<file path="src/rtl/fc_pkg.sv">
// Shared constants and helpers for the FC engine output stage.
package fc_pkg;

  localparam int RELU_OFF     = 0;
  localparam int RELU_ON      = 1;
  localparam int RELU_RUNTIME = 2;

  // Lane 0 of a tile is loaded on the edge that leaves IDLE, so LOAD is a transition, not a resting state.
  typedef enum logic [0:0] {
    ST_IDLE   = 1'b0,
    ST_STREAM = 1'b1
  } drain_state_t;

  function automatic int idx_width(input int n);
    return (n < 2) ? 1 : $clog2(n);
  endfunction

endpackage

</file>
<file path="src/rtl/fc_requant.sv">
// Per-lane requantisation: bias add, round-half-up right shift, saturation, optional ReLU.
module fc_requant
  import fc_pkg::*;
#(
  parameter int PSUM_WIDTH  = 24,
  parameter int DATA_WIDTH  = 16,
  parameter int BIAS_WIDTH  = 16,
  parameter int SHIFT_WIDTH = 5
) (
  input  logic signed [PSUM_WIDTH-1:0]  psum,
  input  logic signed [BIAS_WIDTH-1:0]  bias,
  input  logic        [SHIFT_WIDTH-1:0] shift,
  input  logic                          relu,
  output logic signed [DATA_WIDTH-1:0]  result
);

  // One guard bit for the bias add and one for the rounding term.
  localparam int AW = PSUM_WIDTH + 2;
  localparam logic signed [AW-1:0] MAX_V = AW'((64'sd1 <<< (DATA_WIDTH - 1)) - 64'sd1);
  localparam logic signed [AW-1:0] MIN_V = AW'(-(64'sd1 <<< (DATA_WIDTH - 1)));

  logic signed [AW-1:0] acc;
  logic signed [AW-1:0] rnd;
  logic signed [AW-1:0] rounded;
  logic signed [AW-1:0] sat;
  int                   shift_amt;

  always_comb begin
    acc = {{2{psum[PSUM_WIDTH-1]}}, psum} + {{(AW-BIAS_WIDTH){bias[BIAS_WIDTH-1]}}, bias};
    // Beyond PSUM_WIDTH+1 every in-range accumulator rounds to zero, so the shift is clamped there.
    shift_amt = (int'(shift) > PSUM_WIDTH + 1) ? PSUM_WIDTH + 1 : int'(shift);
    rnd = '0;
    if (shift_amt != 0) begin
      rnd = AW'(1) << (shift_amt - 1);
    end
    rounded = (acc + rnd) >>> shift_amt;
    sat = rounded;
    if (rounded > MAX_V) begin
      sat = MAX_V;
    end else if (rounded < MIN_V) begin
      sat = MIN_V;
    end
    result = sat[DATA_WIDTH-1:0];
    if (relu && result[DATA_WIDTH-1]) begin
      result = '0;
    end
  end

endmodule

</file>
<file path="src/rtl/fc_tile_drain.sv">
// FC engine output stage: ping-pong capture of partial-sum tiles and a one-lane-per-beat
// requantised stream under valid/ready.
module fc_tile_drain
  import fc_pkg::*;
#(
  parameter int PSUM_WIDTH  = 24,
  parameter int DATA_WIDTH  = 16,
  parameter int BIAS_WIDTH  = 16,
  parameter int TILING_SIZE = 8,
  parameter int NUM_TILES   = 512,
  parameter int SHIFT_WIDTH = 5,
  parameter int RELU        = 1
) (
  input  logic                                  clk2,
  input  logic                                  rst_n,
  input  logic                                  clear,
  input  logic                                  set_output,
  input  logic [TILING_SIZE*PSUM_WIDTH-1:0]     psum,
  input  logic [TILING_SIZE*BIAS_WIDTH-1:0]     bias,
  input  logic [SHIFT_WIDTH-1:0]                shift,
  input  logic                                  relu_en,
  output logic                                  capture_ready,
  output logic [DATA_WIDTH-1:0]                 ofm,
  output logic                                  ofm_valid,
  input  logic                                  ofm_ready,
  output logic [idx_width(TILING_SIZE)-1:0]     lane_idx,
  output logic                                  tile_done,
  output logic                                  layer_done,
  output logic                                  overrun
);

  localparam int LW = idx_width(TILING_SIZE);
  localparam int TW = idx_width(NUM_TILES);
  localparam logic [LW-1:0] LAST_LANE = LW'(TILING_SIZE - 1);
  localparam logic [TW-1:0] LAST_TILE = TW'(NUM_TILES - 1);

  // Bank storage; no reset needed because the full flags gate every read.
  logic [TILING_SIZE*PSUM_WIDTH-1:0] psum_mem  [2];
  logic [TILING_SIZE*BIAS_WIDTH-1:0] bias_mem  [2];
  logic [SHIFT_WIDTH-1:0]            shift_mem [2];
  logic                              relu_mem  [2];

  drain_state_t    state_reg, state_next;
  logic [1:0]      full_reg;
  logic            wr_bank_reg, rd_bank_reg;
  logic [LW-1:0]   lane_reg;
  logic [TW-1:0]   tile_reg;
  logic [DATA_WIDTH-1:0] ofm_reg;
  logic            ofm_valid_reg;
  logic            tile_done_reg, layer_done_reg, overrun_reg;

  logic            relu_eff;
  logic            capture_fire;
  logic            sel_bank;
  logic [LW-1:0]   sel_lane;
  logic            do_load, do_advance, do_release;

  logic signed [PSUM_WIDTH-1:0] lane_psum [TILING_SIZE];
  logic signed [BIAS_WIDTH-1:0] lane_bias [TILING_SIZE];
  logic signed [DATA_WIDTH-1:0] rq_result;

  assign relu_eff      = (RELU == RELU_ON) || ((RELU == RELU_RUNTIME) && relu_en);
  assign capture_ready = ~(full_reg[0] & full_reg[1]);
  assign capture_fire  = set_output && capture_ready && !clear;

  always_ff @(posedge clk2) begin
    if (capture_fire) begin
      psum_mem[wr_bank_reg]  <= psum;
      bias_mem[wr_bank_reg]  <= bias;
      shift_mem[wr_bank_reg] <= shift;
      relu_mem[wr_bank_reg]  <= relu_eff;
    end
  end

  genvar gi;
  generate
    for (gi = 0; gi < TILING_SIZE; gi++) begin : g_lane
      assign lane_psum[gi] = psum_mem[sel_bank][gi*PSUM_WIDTH +: PSUM_WIDTH];
      assign lane_bias[gi] = bias_mem[sel_bank][gi*BIAS_WIDTH +: BIAS_WIDTH];
    end
  endgenerate

  fc_requant #(
    .PSUM_WIDTH  (PSUM_WIDTH),
    .DATA_WIDTH  (DATA_WIDTH),
    .BIAS_WIDTH  (BIAS_WIDTH),
    .SHIFT_WIDTH (SHIFT_WIDTH)
  ) u_requant (
    .psum   (lane_psum[sel_lane]),
    .bias   (lane_bias[sel_lane]),
    .shift  (shift_mem[sel_bank]),
    .relu   (relu_mem[sel_bank]),
    .result (rq_result)
  );

  // sel_bank/sel_lane point at the beat that will be registered into ofm on the next edge.
  always_comb begin
    state_next = state_reg;
    sel_bank   = rd_bank_reg;
    sel_lane   = lane_reg;
    do_load    = 1'b0;
    do_advance = 1'b0;
    do_release = 1'b0;
    unique case (state_reg)
      ST_IDLE: begin
        if (full_reg[rd_bank_reg]) begin
          do_load    = 1'b1;
          sel_lane   = '0;
          state_next = ST_STREAM;
        end
      end
      ST_STREAM: begin
        if (ofm_ready) begin
          if (lane_reg != LAST_LANE) begin
            do_advance = 1'b1;
            sel_lane   = lane_reg + 1'b1;
          end else begin
            do_release = 1'b1;
            if (full_reg[~rd_bank_reg]) begin
              do_load  = 1'b1;
              sel_bank = ~rd_bank_reg;
              sel_lane = '0;
            end else begin
              state_next = ST_IDLE;
            end
          end
        end
      end
      default: state_next = ST_IDLE;
    endcase
  end

  always_ff @(posedge clk2 or negedge rst_n) begin
    if (!rst_n) begin
      state_reg      <= ST_IDLE;
      full_reg       <= '0;
      wr_bank_reg    <= 1'b0;
      rd_bank_reg    <= 1'b0;
      lane_reg       <= '0;
      tile_reg       <= '0;
      ofm_reg        <= '0;
      ofm_valid_reg  <= 1'b0;
      tile_done_reg  <= 1'b0;
      layer_done_reg <= 1'b0;
      overrun_reg    <= 1'b0;
    end else if (clear) begin
      state_reg      <= ST_IDLE;
      full_reg       <= '0;
      wr_bank_reg    <= 1'b0;
      rd_bank_reg    <= 1'b0;
      lane_reg       <= '0;
      tile_reg       <= '0;
      ofm_reg        <= '0;
      ofm_valid_reg  <= 1'b0;
      tile_done_reg  <= 1'b0;
      layer_done_reg <= 1'b0;
      overrun_reg    <= 1'b0;
    end else begin
      state_reg      <= state_next;
      tile_done_reg  <= 1'b0;
      layer_done_reg <= 1'b0;
      if (set_output) begin
        if (capture_ready) begin
          full_reg[wr_bank_reg] <= 1'b1;
          wr_bank_reg           <= ~wr_bank_reg;
        end else begin
          overrun_reg <= 1'b1;
        end
      end
      // The capture bank is always the empty one, so a same-cycle release never collides with it.
      if (do_release) begin
        full_reg[rd_bank_reg] <= 1'b0;
        rd_bank_reg           <= ~rd_bank_reg;
        tile_done_reg         <= 1'b1;
        if (tile_reg == LAST_TILE) begin
          tile_reg       <= '0;
          layer_done_reg <= 1'b1;
        end else begin
          tile_reg <= tile_reg + 1'b1;
        end
      end
      if (do_load || do_advance) begin
        ofm_reg       <= rq_result;
        lane_reg      <= sel_lane;
        ofm_valid_reg <= 1'b1;
      end else if (do_release) begin
        ofm_valid_reg <= 1'b0;
        lane_reg      <= '0;
      end
    end
  end

  assign ofm        = ofm_reg;
  assign ofm_valid  = ofm_valid_reg;
  assign lane_idx   = lane_reg;
  assign tile_done  = tile_done_reg;
  assign layer_done = layer_done_reg;
  assign overrun    = overrun_reg;

endmodule

</file>
<file path="config.mk">
export PLATFORM = sky130hd
export DESIGN_NAME = fc_tile_drain
export DESIGN_NICKNAME = d
export VERILOG_FILES = /design/src/rtl/fc_pkg.sv /design/src/rtl/fc_requant.sv /design/src/rtl/fc_tile_drain.sv
export SDC_FILE = /design/constraint.sdc
export NUM_CORES = 1
export LEC_CHECK = 0
export CAP_MARGIN = 20
export CORE_UTILIZATION = 40
export CTS_BUF_LIST = sky130_fd_sc_hd__clkbuf_8
export CTS_CLUSTER_SIZE = 14
export DETAILED_ROUTE_END_ITERATION = 12
export DONT_BUFFER_PORTS = 1
export GPL_ROUTABILITY_DRIVEN = 0
export PLACE_DENSITY = 0.57
export REMOVE_ABC_BUFFERS = 1
export SETUP_SLACK_MARGIN = 0.4
export SLEW_MARGIN = 20
export SYNTH_ARGS = -nofsm -noshare
export SYNTH_HDL_FRONTEND = slang
export SYNTH_SLANG_ARGS = --single-unit
</file>
<file path="constraint.sdc">
create_clock -name clk2 -period 34 [get_ports clk2]
set_clock_uncertainty 0.1 [all_clocks]
set_input_delay 5.1 -clock clk2 [delete_from_list [all_inputs] [get_ports clk2]]
set_output_delay 5.1 -clock clk2 [all_outputs]
set_load 0.005 [all_outputs]
</file>
; Word-level counts from Yosys, hierarchy flattened
; Memories as Yosys holds them, arrays and structs flattened.
; Index checks and enable logic that the tools add are counted.
[op_classes]
shift = 2
eq_ne = 3
n_addsub = 5
order_cmp = 9
mul = 0
div_mod_pow = 0
n_bitwise = 9
n_reduce_logical = 15
n_mux = 74
[op_table]
columns = op, count
row1 = $mux 16, 7
row2 = $bmux 24 s3, 1
row3 = $bmux 16 s3, 1
row4 = $mux 24, 2
row5 = $mux 1, 41
row6 = $reduce_bool 32->1, 1
row7 = $shl 1x32->26 const A, 1
row8 = $sub 32x2->32 const B, 1
row9 = $mux 9, 3
row10 = $add 26x26->26, 1
row11 = $gt 26x16->1 const B, 1
row12 = $lt 26x16->1 const B, 1
row13 = $mux 26, 1
row14 = $sshr 26x5->26, 1
row15 = $add 24x16->25, 1
row16 = $mux 3, 7
row17 = $mux 2, 5
row18 = $add 9x1->9 const B, 1
row19 = $eq 9x9->1 const B, 1
row20 = $reduce_bool 2->1, 4
row21 = $lt 1x2->1 const B, 3
row22 = $pmux 3 s2, 1
row23 = $gt 5x5->1 const B, 1
row24 = $mux 5, 1
row25 = other kinds (19), 29
[word_totals]
memories = 3
mem_bits_ro = 0
register_bits = 37
elab_cells = 131
output_inout_bits = 24
latch_bits = 0
inputBits = 331
mem_bits_rw = 650
[mem_list]
columns = memory, words, word_bits, rd, rd_ports_with_merged_regs, wr, line
row1 = psum_mem, 2, 192, 1, 0, 1, fc_tile_drain.sv:38  ; logic [TILING_SIZE*PSUM_WIDTH-1:0] psum_mem [2];
row2 = bias_mem, 2, 128, 1, 0, 1, fc_tile_drain.sv:39  ; logic [TILING_SIZE*BIAS_WIDTH-1:0] bias_mem [2];
row3 = shift_mem, 2, 5, 1, 0, 1, fc_tile_drain.sv:40  ; logic [SHIFT_WIDTH-1:0] shift_mem [2];

; Longest topological paths before layout
; Gate-level depths: netlist of the first run.
; An unclocked memory read counts as a cell.
[logic_depth]
ltp_word = 22
mapped_depth = 43
mapped_depth_nobuf = 36

; Hierarchy
; From an unflattened synthesis of the first run, not the netlist that was laid out.
[unflattened]
hier_cells = 2842
area_unflattened_um2 = 31763.0
[by_module_without_submodules]
columns = module, instances, cells_per_inst, area_per_inst_um2, seq_area_each_um2
row1 = fc_tile_drain, 1, 2159, 27093.5, 20444.6
row2 = fc_requant, 1, 683, 4669.5, 0.0

; Least setup slack after synthesis of the first run
; OpenSTA, ideal clock, no wires.
[synth_timing]
path_type = input to register
startpoint = input clear
endpoint = memory bias_mem[0][0] in the netlist's numbering (enable)
setup_slack_ps = 4939
cell_stages = 3
arrival_ps = 27552
path_buffers = 2
setup_time_ps = 1410
required_time_ps = 32490
cell_sequence = clkbuf_1 clkbuf_1 nor3_1
[synth_between]
elab_chain_len = 4
[synth_rtl]
columns = element, line
row1 = "start, declared", fc_tile_drain.sv:16  ; input logic clear,
row2 = $logic_not 1->1, fc_tile_drain.sv:64  ; assign capture_fire = set_output && capture_ready && !clear;
row3 = $logic_and 1x1->1, fc_tile_drain.sv:64
row4 = $mux 1, fc_tile_drain.sv:67  ; if (capture_fire) begin
row5 = $mux 1, -
row6 = "end, declared", fc_tile_drain.sv:39
; No other way between the ends.

; Final worst setup path of the first run
[layout_timing]
startpoint = input ofm_ready
endpoint = register ofm_reg[14], in the netlist ofm[14]
[layout_between]
elab_chain_len = 17
elab_cells_between_ends = 37
cone_classes = add/sub: 3 / order compare: 3 / shift: 2 / mux: 21 / bitwise: 1 / reduce/logical: 4 / memory: 3
[layout_rtl]
columns = element, line
row1 = "start, declared", fc_tile_drain.sv:25  ; input logic ofm_ready,
row2 = $mux 1, fc_tile_drain.sv:113  ; if (ofm_ready) begin
row3 = $mux 1, fc_tile_drain.sv:104  ; unique case (state_reg)
row4 = $mem_v2 2x5, -
row5 = $gt 5x5->1, fc_requant.sv:31  ; shift_amt = (int'(shift) > PSUM_WIDTH + 1) ? PSUM_WIDTH + 1 : int'(shift);
row6 = $mux 5, fc_requant.sv:31
row7 = $sub 32x2->32, fc_requant.sv:34  ; rnd = AW'(1) << (shift_amt - 1);
row8 = $shl 1x32->26, fc_requant.sv:34
row9 = $mux 26, fc_requant.sv:33  ; if (shift_amt != 0) begin
row10 = $add 26x26->26, fc_requant.sv:36  ; rounded = (acc + rnd) >>> shift_amt;
row11 = $sshr 26x5->26, fc_requant.sv:36
row12 = $lt 26x16->1, fc_requant.sv:40  ; end else if (rounded < MIN_V) begin
row13 = $mux 16, fc_requant.sv:40
row14 = $mux 16, fc_requant.sv:38  ; if (rounded > MAX_V) begin
row15 = $logic_and 1x1->1, fc_requant.sv:44  ; if (relu && result[DATA_WIDTH-1]) begin
row16 = $mux 16, fc_requant.sv:44
row17 = $mux 16, fc_tile_drain.sv:182  ; if (do_load || do_advance) begin
row18 = $mux 16, fc_tile_drain.sv:146  ; end else if (clear) begin
row19 = "end signal, assigned", fc_tile_drain.sv:183  ; ofm_reg <= rq_result;
row20 = "end, declared", fc_tile_drain.sv:48  ; logic [DATA_WIDTH-1:0] ofm_reg;
; Parallel ways exist; a longest one is shown, timed or not. The select of a mux whose other input is x is not followed.
; A chain may end at the register's enable or synchronous reset.

==> run metrics, run 1 <==
Hold Crit Endpoint=tile_reg[2]; final hold violation count=0; Main synth FF type=edfxtp_1; die height=283.8 um; design area=0.03485 sq mm; WL final=80800 um; Power Total=1.989 mW; vias in the first global route=20879; switching share of power=28.13%; setup bufs post-CTS=0; reg-to-reg startpoint=lane_idx[0]; DR vias/cell=5.590; number of flops mapped to enable cells by yosys=650; Psw=0.5595 mW; highest layer used for signal routing=met5; post-synth cell types=97; total gr overflow=0; slowest stage cell, crit path=or3_1; Skew-Pair Late Insertion Delay=0.75 ns; sequential area share after synthesis=64.27%; Hold Path Class=flip-flop to flip-flop; Worst-path clk slew=0.06 ns; max incr delay on CP=0.84 ns; first-pass GRT wire length=122600 um; Initial Util=40.74%; Post-Syn Instances=2722; count of buffers from port buffering=0; unrepaired setup endpoints after global routing=false; io pins=355; # rows=102; Total GRT Usage=19.57%; Num CTS Buffers=111; PnR worst setup slack=19.78 ns; most frequent cells in the layout=nand2_1 (745), edfxtp_1 (650), nand3_1 (189); Period minus WS final=14.22 ns; via count=21377; pin count of the biggest net entering global routing=152; die area=0.08056 sq mm; worst-case reg-to-reg path depth=34; crit path DAT=14.67 ns; final setup fails=0; Slew HR=19.46%; met3 routed wirelength=6678 um; FF-to-FF End=ofm[14]; drt pass-1 iters=6; Sequential Power Share=49.3%; required time of the critical path=34.45 ns; Least-Margin Pin Slew=1.208 ns; Fin Setup TNS=0 ns; Post-Place Worst Slack=19.05 ns; Final #Nets=3084; synth warn=0; Avg Cell Area, Syn=11.67 sq um; DRT met1 WL=32080 um; critical path fanouts, max=41; Post-DRT Antenna Nets=0; Root Buffer=clkbuf_8; clk buf depth=3; CORE AREA=0.07798 sq mm; Slew Limit Fails=0; TritonCTS clock tree=done; Startpoint Class=input pin; status=finished, final reports clean; Die Width=283.8 um; Netlist Area Pre-Place=0.03177 sq mm; Fillers=7078; HP Start=tile_reg[2]; Largest register FFs=384; share of cells above drive strength 1=8.588%; period utilization=41.82%; endpoint class of the critical path=flip-flop; maxcap violations=0; Hold Path Depth=1; CTS H-tree depth=3; power density of the placed cells=57.08 mW/mm^2; Static Leak=12.49 nW; clk sinks=686; Max VDD drop=0.00003905 V; commonest non-fill, non-tap cell in the layout=nand2_1; drt wl/cell=21.13 um; Area Overhead vs Synth=9.684%; asr flop ratio synth=5.248%; First DRT Iteration DRCs=1548; Fmax=0.07033 GHz; hold_buf cts=0; # DRC=0; Gate power share=16.6%; Clock Power Share=34.1%; initial antenna violation count=3; DP Area=0.03271 sq mm; Int Power=1.430 mW; flops & latches, synth=686; R2R Setup Slk=23.02 ns; Worst Setup Path Type=input pin to flip-flop; post_cts resized=0; Post-DP HPWL=51510 um; metal2 WL=39890 um
kinds of logic after synthesis:
| group | synth area share [%] |
|---|---|
| xor+xnor | 1.355 |
| mux | 1.331 |
| buf+inv | 2.548 |
| simple gates | 16.49 |
| fa+ha+maj | 2.331 |
| compound gates | 11.66 |
| flops | 64.27 |
| other cells | 0.01180 |
how the worst max path moves through the flow:
stage	startpoint	endpoint	slack, ns	cells past startpoint
floorplan	clear	bias_mem[0][0]	5.43	1
global placement	ofm_ready	ofm[14]	19.23	31
detailed placement	ofm_ready	ofm[14]	19.05	31
CTS	ofm_ready	ofm[4]	19.82	30
global route	ofm_ready	ofm[0]	19.04	31
finish	ofm_ready	ofm[14]	19.78	31
metal layers:
metal	GRT usage (%)	vias up
met4	6.230	4
li1	-	10133
met5	0	-
met2	32.91	690
met1	23.91	10429
met3	6.013	121
metrics by stage:
stage	util, %	instances	hold WS [ns]
6_report	44.69	3824	0.4024
5_1_grt	44.69	3824	0.4301
4_1_cts	44.68	3823	0.4027
3_5_place_dp	41.95	3622	0.3910
3_3_place_gp	41.95	3622	0.3795
2_1_floorplan	-	2548	0.3560
synthesized netlist by cell type (22+ instances only):
library cell	count	area share (%)
mux2i_1	32	1.0
edfxtp_1	650	61
a21oi_1	110	1.7
xnor2_1	23	0.63
a311oi_1	124	3.4
clkbuf_1	130	1.5
nor2_1	74	0.87
a31oi_1	54	1.1
and3_1	97	1.9
nand2_1	745	8.8
dfrtp_1	36	2.8
nor3_1	22	0.35
o21ai_0	47	0.74
ha_1	56	2.2
nand3_1	189	3.0
power groups by stage:
| stage | Sequential (mW) | Combinational, mW | Clock, mW |
|---|---|---|---|
| after global placement | 0.996 | 0.323 | 0 |
| after floorplan | 1.02 | 0.243 | 0 |
| final | 0.980 | 0.330 | 0.679 |
| after CTS | 0.980 | 0.330 | 0.700 |
| after detailed placement | 0.997 | 0.328 | 0 |
| after global routing | 0.983 | 0.365 | 0.735 |
cell type report:
type	count	area, sq um	share of cell area (%)
Multi-Input combinational cell	1840	10590	30.38
Antenna cell	1	2.502	0.007181
Inverter	22	85.08	0.2442
Tap cell	1040	1301	3.734
Clock inverter	90	604.3	1.734
Timing Repair Buffer	34	321.6	0.9228
Clock buffer	111	1528	4.384
Sequential cell	686	20420	58.60
worst max-delay path, delay by kind of cell:
family	cells	cell delay [ns]
compound gates	15	3.97
xor+xnor	3	0.76
fa+ha+maj	2	0.92
buf+inv	3	1.13
simple gates	8	2.68
(Power assumes the default switching activity.)
==> run 2, diff against run 1 <==
==> constraint.sdc (replaced) <==
create_clock -name clk2 -period 14.1 [get_ports clk2]
set_clock_uncertainty 0.1 [all_clocks]
set_input_delay 2.115 -clock clk2 [delete_from_list [all_inputs] [get_ports clk2]]
set_output_delay 2.115 -clock clk2 [all_outputs]
set_load 0.005 [all_outputs]
==> run 2 against run 1 <==
Effect of this change: core utilization barely moved; sequential share of layout area about the same; total power is 140% higher; clock power is 140% higher; via count increased by 0.11%; register-to-register slack worse by 19 ns; global-route usage up 0.14 points; highest routed layer unchanged; die area is the same.
==> run metrics, run 2 (same netlist as run 1, synthesis figures left out) <==
status=finished, final reports clean; Worst-path clk slew=0.06 ns (about the same); DR vias/cell=5.585 (-0.10%); total gr overflow=0 (unchanged); Total GRT Usage=19.71% (+0.14 points); final setup fails=0 (unchanged); Top Family by Delay on Critical Path=compound AO/OA/AOI/OAI gates; die height=283.8 um (unchanged); Least-Margin Pin Slew=1.227 ns (+0.01917 ns); most frequent cells in the layout=nand2_1 (745), edfxtp_1 (650), nand3_1 (189); CP bufs+invs=1 (-2); initial antenna violation count=2 (-1); final hold violation count=0 (unchanged); via count=21400 (+0.11%); Skew-Pair Late Insertion Delay=0.77 ns (+0.02 ns); Slew Limit Fails=0 (unchanged); CTS H-tree depth=3 (unchanged); Root Buffer=clkbuf_8; Initial Util=40.74% (unchanged); endpoint class of the critical path=flip-flop; Largest register FFs=384 (unchanged); max incr delay on CP=0.84 ns (about the same); Final #Nets=3087 (+0.097%); Num CTS Buffers=112 (+0.90%); power density of the placed cells=136.7 mW/mm^2 (+140%); share of cells above drive strength 1=8.462% (-0.13 points); Int Power=3.400 mW (+140%); commonest non-fill, non-tap cell in the layout=nand2_1; Fmax=0.09308 GHz; unrepaired setup endpoints after global routing=false; first-pass GRT wire length=123400 um (+0.59%); placed insts=3624 (+0.055%); Area Overhead vs Synth=9.688% (about the same); CORE AREA=0.07798 sq mm (unchanged); Die Width=283.8 um (unchanged); busiest grt layer=met2; io pins=355 (unchanged); required time of the critical path=14.57 ns (-19.88 ns); Startpoint Class=input pin; post-layout util=44.69% (about the same); Period minus WS final=10.74 ns; # DRC=0 (unchanged); drt wl/cell=21.26 um (+0.61%); Worst Setup Path Type=input pin to flip-flop; die area=0.08056 sq mm (unchanged); global-route met3 utilization=5.932% (-0.080 points); hold_buf cts=0 (unchanged); crit path DAT=11.21 ns (-3.46 ns); period utilization=76.20%; count of buffers from port buffering=0 (unchanged); post_cts resized=0 (unchanged); GRT met1 Usage=23.95% (+0.039 points); pin count of the biggest net entering global routing=167 (+9.9%); critical path fanouts, max=54 (+32%); clk sinks=686 (unchanged); Power Total=4.764 mW (+140%); setup bufs post-CTS=0 (unchanged); Cell Count, Final, Fillers Out=3832 (+0.21%); Hold Path Class=flip-flop to flip-flop; Static Leak=12.50 nW (about the same); met2 GRT Util=32.90% (about the same); TritonCTS clock tree=done; Fillers=7112 (+0.48%); design area=0.03485 sq mm (about the same); Post-DP HPWL=51570 um (+0.12%); worst-case hold slack=0.4001 ns (-0.002337 ns); drt pass-1 iters=5 (-1); # rows=102 (unchanged); Max VDD drop=0.00007916 V (+100%); Slew HR=18.18% (-1.3 points); Sequential Power Share=49.6% (+0.3 points); Post-DRT Antenna Nets=0 (unchanged); WL final=81460 um (+0.82%); First DRT Iteration DRCs=1654 (+6.8%); DP Area=0.03276 sq mm (+0.16%); Gate power share=16.8% (+0.2 points); Clock Power Share=33.6% (-0.5 points); Crit path top cell by count=a21oi_1; maxcap violations=0 (unchanged); clk buf depth=3 (unchanged); Psw=1.364 mW (+140%); slowest stage cell, crit path=a22oi_4; switching share of power=28.63% (+0.51 points); vias in the first global route=20830 (-0.23%)
## run 2: worst paths after layout
| kind | from | end | slack (ns) | cells past startpoint |
|---|---|---|---|---|
| min in group asynchronous | rst_n | ofm[2] | 0.97 | 0 |
| max in group asynchronous | rst_n | ofm[13] | 12.83 | 0 |
| min reg2reg | tile_reg[4] | tile_reg[4] | 0.40 | 1 |
| max | ofm_ready | ofm[0] | 3.36 | 30 |
| min | tile_reg[4] | tile_reg[4] | 0.40 | 1 |
| max reg2reg | lane_idx[0] | ofm[0] | 3.70 | 32 |
## run 2: final cells by class
type,instances,area [sq um],share of cell area [%]
clock inverter,89,483.0,1.386
sequential,686,20420,58.60
inverter,22,85.08,0.2441
antenna,3,7.507,0.02154
tap,1040,1301,3.734
timing repair buffer,36,370.4,1.063
multi-input combinational,1840,10590,30.37
clock buffer,116,1597,4.581
## run 2: power by group through the flow
stage	clock network [mW]	logic, mW	registers [mW]
after floorplan	0	0.586	2.46
after global placement	0	0.781	2.40
after detailed placement	0	0.794	2.40
after CTS	1.65	0.797	2.36
after global routing	1.73	0.881	2.37
final	1.60	0.802	2.36
## run 2: per-layer routing
layer	vias up	wire, um
li1	10146	-
met1	10448	32180
met2	668	40330
met3	136	6402
met4	2	2534
met5	-	13
## run 2: through the flow
step           setup slack, ns  TNS [ns]
2_1_floorplan           -11.49  -7509.30
3_3_place_gp             2.844         0
3_5_place_dp             2.676         0
4_1_cts                  3.487         0
5_1_grt                  2.704         0
6_report                 3.356         0
